==> config.mk <==
export PLATFORM = sky130hd
export DESIGN_NAME = uart_pack_fifo
export DESIGN_NICKNAME = d
export VERILOG_FILES = /design/src/rtl/uart_pack_fifo_pkg.sv /design/src/rtl/uart_pack_stage.sv /design/src/rtl/uart_pack_fifo.sv
export SDC_FILE = /design/constraint.sdc
export NUM_CORES = 1
export LEC_CHECK = 0
export CAP_MARGIN = 5
export CELL_PAD_IN_SITES_DETAIL_PLACEMENT = 0
export CELL_PAD_IN_SITES_GLOBAL_PLACEMENT = 1
export CORE_MARGIN = 4
export CORE_UTILIZATION = 30
export DETAILED_ROUTE_END_ITERATION = 8
export PLACE_DENSITY_LB_ADDON = 0.05
export SLEW_MARGIN = 10
export SYNTH_ARGS = -nofsm -noshare
export SYNTH_HDL_FRONTEND = slang
export SYNTH_HIERARCHICAL = 1
export SYNTH_SLANG_ARGS = --single-unit
==> constraint.sdc <==
create_clock -name clk -period 3.01 [get_ports clk]
set_clock_uncertainty 0.15 [all_clocks]
set_input_delay 0.4515 -clock clk [delete_from_list [all_inputs] [get_ports clk]]
set_output_delay 0.4515 -clock clk [all_outputs]
set_load 0.01 [all_outputs]
==> src/rtl/uart_pack_fifo_pkg.sv <==
// uart_pack_fifo_pkg
//   Shared defaults and helpers for the UART-to-SRAM packing FIFO.
//   IN_W_DEF / RATIO_DEF / DEPTH_DEF : default beat width, beats per word, word depth
//   cnt_width(n)                     : bits needed to hold the values 0..n
package uart_pack_fifo_pkg;

  localparam int IN_W_DEF  = 8;
  localparam int RATIO_DEF = 2;
  localparam int DEPTH_DEF = 16;

  function automatic int cnt_width(input int max_val);
    return (max_val < 1) ? 1 : $clog2(max_val + 1);
  endfunction

endpackage

==> src/rtl/uart_pack_stage.sv <==
// uart_pack_stage
//   Assembles RATIO input beats into one little-endian output word and hands
//   it to the storage when complete or when flushed (zero-padded).
//   Ports:
//     clk, rst_n       single clock, synchronous active-low reset
//     data_in          input beat
//     en_write         write strobe (ignored while full)
//     flush            push the partial word, if any
//     full             storage full, evaluated on pre-edge state
//     push             word is written into storage on this edge
//     push_word        word being pushed (valid with push)
//     pack_cnt         beats currently held in the packer
module uart_pack_stage
  import uart_pack_fifo_pkg::*;
#(
  parameter  int IN_W   = IN_W_DEF,
  parameter  int RATIO  = RATIO_DEF,
  localparam int OUT_W  = IN_W * RATIO,
  localparam int PACK_W = cnt_width(RATIO)
) (
  input  logic              clk,
  input  logic              rst_n,
  input  logic [IN_W-1:0]   data_in,
  input  logic              en_write,
  input  logic              flush,
  input  logic              full,
  output logic              push,
  output logic [OUT_W-1:0]  push_word,
  output logic [PACK_W-1:0] pack_cnt
);

  logic [OUT_W-1:0]  word_q, word_d;
  logic [PACK_W-1:0] pack_cnt_q, pack_cnt_d;
  logic [OUT_W-1:0]  asm_word;
  logic [PACK_W-1:0] beats;
  logic              accept;

  always_comb begin
    accept   = en_write && !full;
    asm_word = word_q;
    beats    = pack_cnt_q;
    if (accept) begin
      asm_word[int'(pack_cnt_q)*IN_W +: IN_W] = data_in;
      beats = pack_cnt_q + PACK_W'(1);
    end
    // The register is cleared after every push, so unwritten upper beats of a
    // flushed word are already zero. A beat written together with flush is
    // included in the single pushed word.
    push = !full && (beats != '0) && ((beats == PACK_W'(RATIO)) || flush);
    push_word = asm_word;
    if (push) begin
      word_d     = '0;
      pack_cnt_d = '0;
    end else begin
      word_d     = asm_word;
      pack_cnt_d = beats;
    end
  end

  always_ff @(posedge clk) begin
    if (!rst_n) begin
      word_q     <= '0;
      pack_cnt_q <= '0;
    end else begin
      word_q     <= word_d;
      pack_cnt_q <= pack_cnt_d;
    end
  end

  assign pack_cnt = pack_cnt_q;

endmodule

==> src/rtl/uart_pack_fifo.sv <==
// uart_pack_fifo
//   Width-converting FIFO: packs RATIO beats of IN_W bits into OUT_W words
//   and stores up to DEPTH words for an SRAM write port.
//   Optional error flags are enabled by defining UART_PACK_FIFO_ERR_EN.
//   Ports:
//     clk, rst_n         single clock, synchronous active-low reset
//     data_in, en_write  input beat and its strobe
//     flush              push a partially packed word (zero-padded)
//     en_read            pop the oldest word into data_out (registered)
//     data_out           last popped word, holds between reads
//     empty, full        data_cnt == 0 / data_cnt == DEPTH
//     data_cnt           stored words, packer contents excluded
//     pack_cnt           beats held in the packer
//     ovf, udf           (ERR_EN only) sticky dropped-write / empty-read flags
module uart_pack_fifo
  import uart_pack_fifo_pkg::*;
#(
  parameter  int IN_W   = IN_W_DEF,
  parameter  int RATIO  = RATIO_DEF,
  parameter  int DEPTH  = DEPTH_DEF,
  localparam int OUT_W  = IN_W * RATIO,
  localparam int CNT_W  = cnt_width(DEPTH),
  localparam int PACK_W = cnt_width(RATIO)
) (
  input  logic              clk,
  input  logic              rst_n,
  input  logic [IN_W-1:0]   data_in,
  input  logic              en_write,
  input  logic              flush,
  input  logic              en_read,
  output logic [OUT_W-1:0]  data_out,
  output logic              empty,
  output logic              full,
  output logic [CNT_W-1:0]  data_cnt,
`ifdef UART_PACK_FIFO_ERR_EN
  output logic              ovf,
  output logic              udf,
`endif
  output logic [PACK_W-1:0] pack_cnt
);

  localparam int PTR_W = $clog2(DEPTH);

  logic [OUT_W-1:0] mem_q [DEPTH];
  logic [PTR_W-1:0] wr_ptr_q, wr_ptr_d;
  logic [PTR_W-1:0] rd_ptr_q, rd_ptr_d;
  logic [CNT_W-1:0] data_cnt_q, data_cnt_d;
  logic [OUT_W-1:0] data_out_q, data_out_d;
  logic             push, pop;
  logic [OUT_W-1:0] push_word;

  // Flags come straight from the registered count, so they cannot glitch.
  assign empty = (data_cnt_q == '0);
  assign full  = (data_cnt_q == CNT_W'(DEPTH));

  uart_pack_stage #(
    .IN_W  (IN_W),
    .RATIO (RATIO)
  ) u_pack (
    .clk       (clk),
    .rst_n     (rst_n),
    .data_in   (data_in),
    .en_write  (en_write),
    .flush     (flush),
    .full      (full),
    .push      (push),
    .push_word (push_word),
    .pack_cnt  (pack_cnt)
  );

  always_comb begin
    pop        = en_read && !empty;
    wr_ptr_d   = wr_ptr_q;
    rd_ptr_d   = rd_ptr_q;
    data_cnt_d = data_cnt_q;
    data_out_d = data_out_q;
    if (push) wr_ptr_d = wr_ptr_q + PTR_W'(1);
    if (pop) begin
      rd_ptr_d   = rd_ptr_q + PTR_W'(1);
      data_out_d = mem_q[rd_ptr_q];
    end
    // push is already blocked when full, so the count stays within 0..DEPTH.
    case ({push, pop})
      2'b10:   data_cnt_d = data_cnt_q + CNT_W'(1);
      2'b01:   data_cnt_d = data_cnt_q - CNT_W'(1);
      default: data_cnt_d = data_cnt_q;
    endcase
  end

  always_ff @(posedge clk) begin
    if (!rst_n) begin
      wr_ptr_q   <= '0;
      rd_ptr_q   <= '0;
      data_cnt_q <= '0;
      data_out_q <= '0;
    end else begin
      wr_ptr_q   <= wr_ptr_d;
      rd_ptr_q   <= rd_ptr_d;
      data_cnt_q <= data_cnt_d;
      data_out_q <= data_out_d;
    end
  end

  // Storage needs no reset; only words behind the pointers are ever read.
  always_ff @(posedge clk) begin
    if (rst_n && push) mem_q[wr_ptr_q] <= push_word;
  end

  assign data_out = data_out_q;
  assign data_cnt = data_cnt_q;

`ifdef UART_PACK_FIFO_ERR_EN
  logic ovf_q, ovf_d;
  logic udf_q, udf_d;

  always_comb begin
    ovf_d = ovf_q | (en_write && full);
    udf_d = udf_q | (en_read && empty);
  end

  always_ff @(posedge clk) begin
    if (!rst_n) begin
      ovf_q <= 1'b0;
      udf_q <= 1'b0;
    end else begin
      ovf_q <= ovf_d;
      udf_q <= udf_d;
    end
  end

  assign ovf = ovf_q;
  assign udf = udf_q;
`endif

endmodule

==> results by stage <==
Floorplan:
- The die covers 0.04317 mm2.
- During I/O placement, the number of pins put on the boundary was 38.
- The initial standard-cell utilization of the core is 30.69%.
- The initialized floorplan defines 72 standard-cell rows.
- The y dimension of the die is 207.8 um.
- The area of the placeable core is 0.03901 mm2.
- The floorplan step set the die width to 207.8 um.

STA:
- The count of endpoints failing hold in the final timing report is 0.
- Across all setup checks in the final design, the least slack found is -14.85 ps.
- Setup repair after global routing could not meet its margin everywhere.
- The minimum period implied by the final worst setup slack is 3025 ps.
- The normalized max-slew margin is 41.89%.
- The final critical path takes up 100.5% of the cycle.
- The count of final setup violators is 1.
- The final max-slew violation count was 0.
- The maximum clock frequency is 330.6 MHz.
- At the pin with the least slew margin, the transition time is 871.7 ps.

Place:
- The setup slack after placement is -126.6 ps.
- The placer congestion estimate is 0.7218.
- In this run, placement finished with an instance count of 1272.
- The number of port buffers is 37.
- The HPWL after detailed placement is 18.48 mm.

Global routing:
- The via count of the first global-routing pass is 6895.
- Global routing used 13.62% of the available tracks.
- The fraction of met2 tracks used by global routing is 22.82%.
- The met3 capacity usage during global routing is 2.055%.
- The first global-routing pass estimated 44.15 mm of wire.
- The total overflow left after global routing is 0.
- The pin count of the biggest net entering global routing is 55.
- The global routing stage identified its most utilized layer as met2.
- The number of antenna violations at the first check in global routing was 0.
- Global routing consumed, on the met1 layer, 18.91% of the routing resources.

Clock tree:
- The clock transition at the register clock pins on the worst setup and hold paths after CTS is 60 ps.
- Clock tree synthesis inserted a total of 35 buffers.
- The maximum count of clock buffers along a single path is 3.
- The root buffer cell is sky130_fd_sc_hd__clkbuf_16.
- The H-tree depth reported by CTS is 2.
- For the worst-skew pair, the clock arrives at the later sink with an insertion delay of 500 ps.
- The clock net in this run drives a total of 303 sinks.
- TritonCTS built the clock tree.
- The number of buffers inserted for hold repair after clock tree synthesis is 0.

Setup path:
- Of all nets on the critical path, the largest fanout is 5.
- The slowest stage cell on the critical path is sky130_fd_sc_hd__or4_4.
- Walking the worst path, the cells encountered are or4_4 -> nor2_4 -> and4b_1 -> a211o_1 -> inv_4 -> ha_4 -> buf_6 -> ha_4 -> a21o_1 -> a21oi_2 -> mux2i_1 -> mux2i_1.
- The cell family contributing the most delay on the critical path is simple AND/OR/NAND/NOR gates.
- The data required time at the worst endpoint is 3290 ps.
- The largest single stage delay on the critical path is 550 ps.
- The kind of critical path is reg -> reg.
- The path depth of the worst reg2reg path is 12.
- At the worst endpoint, the arrival time is 3300 ps.
- The startpoint identified for the worst register-to-register timing path is data_cnt[3].
- The endpoint kind of the worst setup timing path is a register.
- The critical path startpoint category is a register.
- The origin of the worst setup path is data_cnt[3].
- The worst register-to-register path ends at data_cnt[4].
- The worst path buffer plus inverter count is 2.
- The setup slack of the worst register-to-register path is -10 ps.

Cells and area:
- The filler cells instantiated in the layout total 3627.
- The library cell used most frequently in the layout, excluding fill and tap cells, is sky130_fd_sc_hd__edfxtp_1.
- 0 antenna diodes ended up in the layout.
- The post-layout instance count excluding filler cells is 1339.
- The area growth from synthesis to layout is 21.78%.
- For this run, the post-layout net count is 821.
- Of the cells placed in the final design, the portion with a size suffix greater than 1 is 20.34%.
- In the layout the commonest cells are 256 x sky130_fd_sc_hd__edfxtp_1, 72 x sky130_fd_sc_hd__mux2i_1, 43 x sky130_fd_sc_hd__dfxtp_1.

Logic synthesis:
- The post-synthesis net count is 729.
- In this run the cell area of the synthesized design comes to 0.01197 mm2.
- The number of enable flip-flop cells after synthesis is 256.
- The post-synthesis cell type with the largest combined area is sky130_fd_sc_hd__edfxtp_1.
- The share of the synthesized area in the top cell type is 64.21%.
- In the synthesized netlist the dominant register cell turns out to be sky130_fd_sc_hd__edfxtp_1.
- The Yosys step of the flow raised 6 warnings.
- Dividing the synthesized area by the synthesized cell count gives 17.03 um2.
- In the post-synthesis netlist, the biggest area contributors are sky130_fd_sc_hd__edfxtp_1 64%, sky130_fd_sc_hd__dfxtp_1 7.9%, sky130_fd_sc_hd__mux2i_1 6.0%.
- The gate count of the mapped netlist is 703.
- For this run, asynchronously set or reset flops after synthesis account for 0%.
- The flop and latch count out of synthesis is 303.
- For this run, the register share of the synthesized area comes to 72.07%.
- The number of different library cells used by synthesis comes to 48.

Status:
- The checks that failed: setup timing.
- The run finished, with violations left.

Pwr:
- The worst voltage drop across the vdd grid is 0.2945 mV.
- The power density over cell area is 782.2 mW/mm2.
- Summed over all cells, the static leakage comes to 4.765 nW.

Route:
- After detailed routing, the average wire length per cell comes to 22.04 um.
- After the first detailed-routing iteration, the DRC count stood at 356.
- The wire length reported by the detailed router is 29.52 mm.
- In the routed layout, each cell is associated on average with a via count of 4.742.
- The first TritonRoute pass finished after 4 iterations.
- Summing over every cut layer, the via total after detailed routing is 6350.
- Once detail routing completed, the nets flagged for antenna violations numbered 0.
- The number of remaining DRC errors is 0.

Worst hold path:
- The path class of the tightest hold or removal check is reg -> reg.
- The worst hold path terminates at u_pack/word_q[4].
- The source of the worst hold timing path is u_pack/word_q[4].
- The worst hold path was traced through 2 stages.

Run:
- Max-cap violations in this run came to 0.
## cell families after synthesis
| kind of cell | share of synthesized area, % |
|---|---|
| DFF | 72.07 |
| and+or+nand+nor | 5.445 |
| muxes | 12.60 |
| AOI/OAI and AO/OA | 5.361 |
| buffers and inverters | 2.299 |
| adders and majority gates | 1.421 |
| xor gates and xnor gates | 0.8047 |
## synth_stat cells, types with 4 or more instances
library cell	n
sky130_fd_sc_hd__clkbuf_1	12
sky130_fd_sc_hd__buf_6	5
sky130_fd_sc_hd__mux2_2	6
sky130_fd_sc_hd__nand2_1	21
sky130_fd_sc_hd__a22oi_1	16
sky130_fd_sc_hd__nand4_1	7
sky130_fd_sc_hd__a31oi_1	16
sky130_fd_sc_hd__edfxtp_1	256
sky130_fd_sc_hd__nor2b_1	12
sky130_fd_sc_hd__xnor2_1	7
sky130_fd_sc_hd__mux2i_1	72
sky130_fd_sc_hd__inv_1	10
sky130_fd_sc_hd__buf_4	4
sky130_fd_sc_hd__o22ai_1	32
sky130_fd_sc_hd__o21ai_1	16
sky130_fd_sc_hd__buf_2	13
sky130_fd_sc_hd__xor2_1	4
sky130_fd_sc_hd__and3_1	7
sky130_fd_sc_hd__dfxtp_1	47
sky130_fd_sc_hd__ha_1	12
sky130_fd_sc_hd__and2_1	24
sky130_fd_sc_hd__nor2_1	24
sky130_fd_sc_hd__a21oi_1	4
sky130_fd_sc_hd__nand3_1	4
sky130_fd_sc_hd__a21oi_2	6
sky130_fd_sc_hd__mux4_2	32
## worst max path at each step
stage	end	slack, ps	cells after the start
CTS	data_cnt[4]	-30	12
detailed placement	data_cnt[4]	-130	10
global route	data_cnt[4]	-180	12
global placement	data_cnt[3]	-40	11
finish	data_cnt[4]	-10	12
floorplan	data_cnt[4]	20	12
## sequential cells by signal, summed over array words and instances (netlist names)
name and count:
data_cnt 5, mem_q 256, u_pack/word_q 16, rd_ptr_q 4
data_out 16, u_pack/pack_cnt 2, wr_ptr_q 4
## what timing repair did
| item | CTS | global route |
|---|---|---|
| cloned | 0 | 0 |
| resized for setup | 3 | 0 |
| setup buffers | 2 | 2 |
| pin swaps | 1 | 0 |
| endpoints found under the setup margin | 2 | 2 |
## through the flow
stage / util (%) / hold WS [ps] / instance area (um2) / power (mW) / TNS [ps]
finish: 37.38 / 308.1 / 14580 / 11.40 / -14.85
CTS: 37.34 / 310.1 / 14570 / 11.58 / -27.59
global placement: 34.41 / 300.6 / 13420 / 7.392 / -70.76
global route: 37.38 / 335.6 / 14580 / 11.96 / -306.1
detailed placement: 34.41 / 302.7 / 13420 / 7.429 / -206.6
floorplan: - / 289.9 / 12030 / 6.517 / 0
## routing by layer
layer / part of all wire (%) / vias to the layer above
li1: - / 2939
met1: 47 / 3299
met2: 48 / 80
met3: 3.0 / 32
met4: 1.5 / 0
met5: 0 / -
## worst reg2reg max path, stage by stage (launching register included)
cell                      delay [ps]
sky130_fd_sc_hd__dfxtp_2         320
sky130_fd_sc_hd__or4_4           550
sky130_fd_sc_hd__nor2_4          190
sky130_fd_sc_hd__and4b_1         240
sky130_fd_sc_hd__a211o_1         300
sky130_fd_sc_hd__inv_4            80
sky130_fd_sc_hd__ha_4            140
sky130_fd_sc_hd__buf_6           100
sky130_fd_sc_hd__ha_4            190
sky130_fd_sc_hd__a21o_1          160
sky130_fd_sc_hd__a21oi_2         130
sky130_fd_sc_hd__mux2i_1         220
sky130_fd_sc_hd__mux2i_1         180
## cell type report
| class | instances | area (um2) | share of cell area, % |
|---|---|---|---|
| sequential | 303 | 8636 | 59.23 |
| inverter | 10 | 40.04 | 0.2746 |
| clock inverter | 16 | 126.4 | 0.8667 |
| tap | 518 | 648.1 | 4.445 |
| clock buffer | 47 | 993.5 | 6.814 |
| timing repair buffer | 94 | 1027 | 7.045 |
| multi-input combinational | 351 | 3109 | 21.33 |
## power breakdown
group / total [mW] / internal (mW) / leakage (nW) / switching, mW
clock: 4.08 / 2.48 / 0.553 / 1.59
combinational: 2.37 / 0.997 / 1.51 / 1.37
sequential: 4.96 / 4.85 / 2.70 / 0.110
total: 11.4 / 8.33 / 4.76 / 3.08
Note: power is estimated with default switching activity, not from simulation.
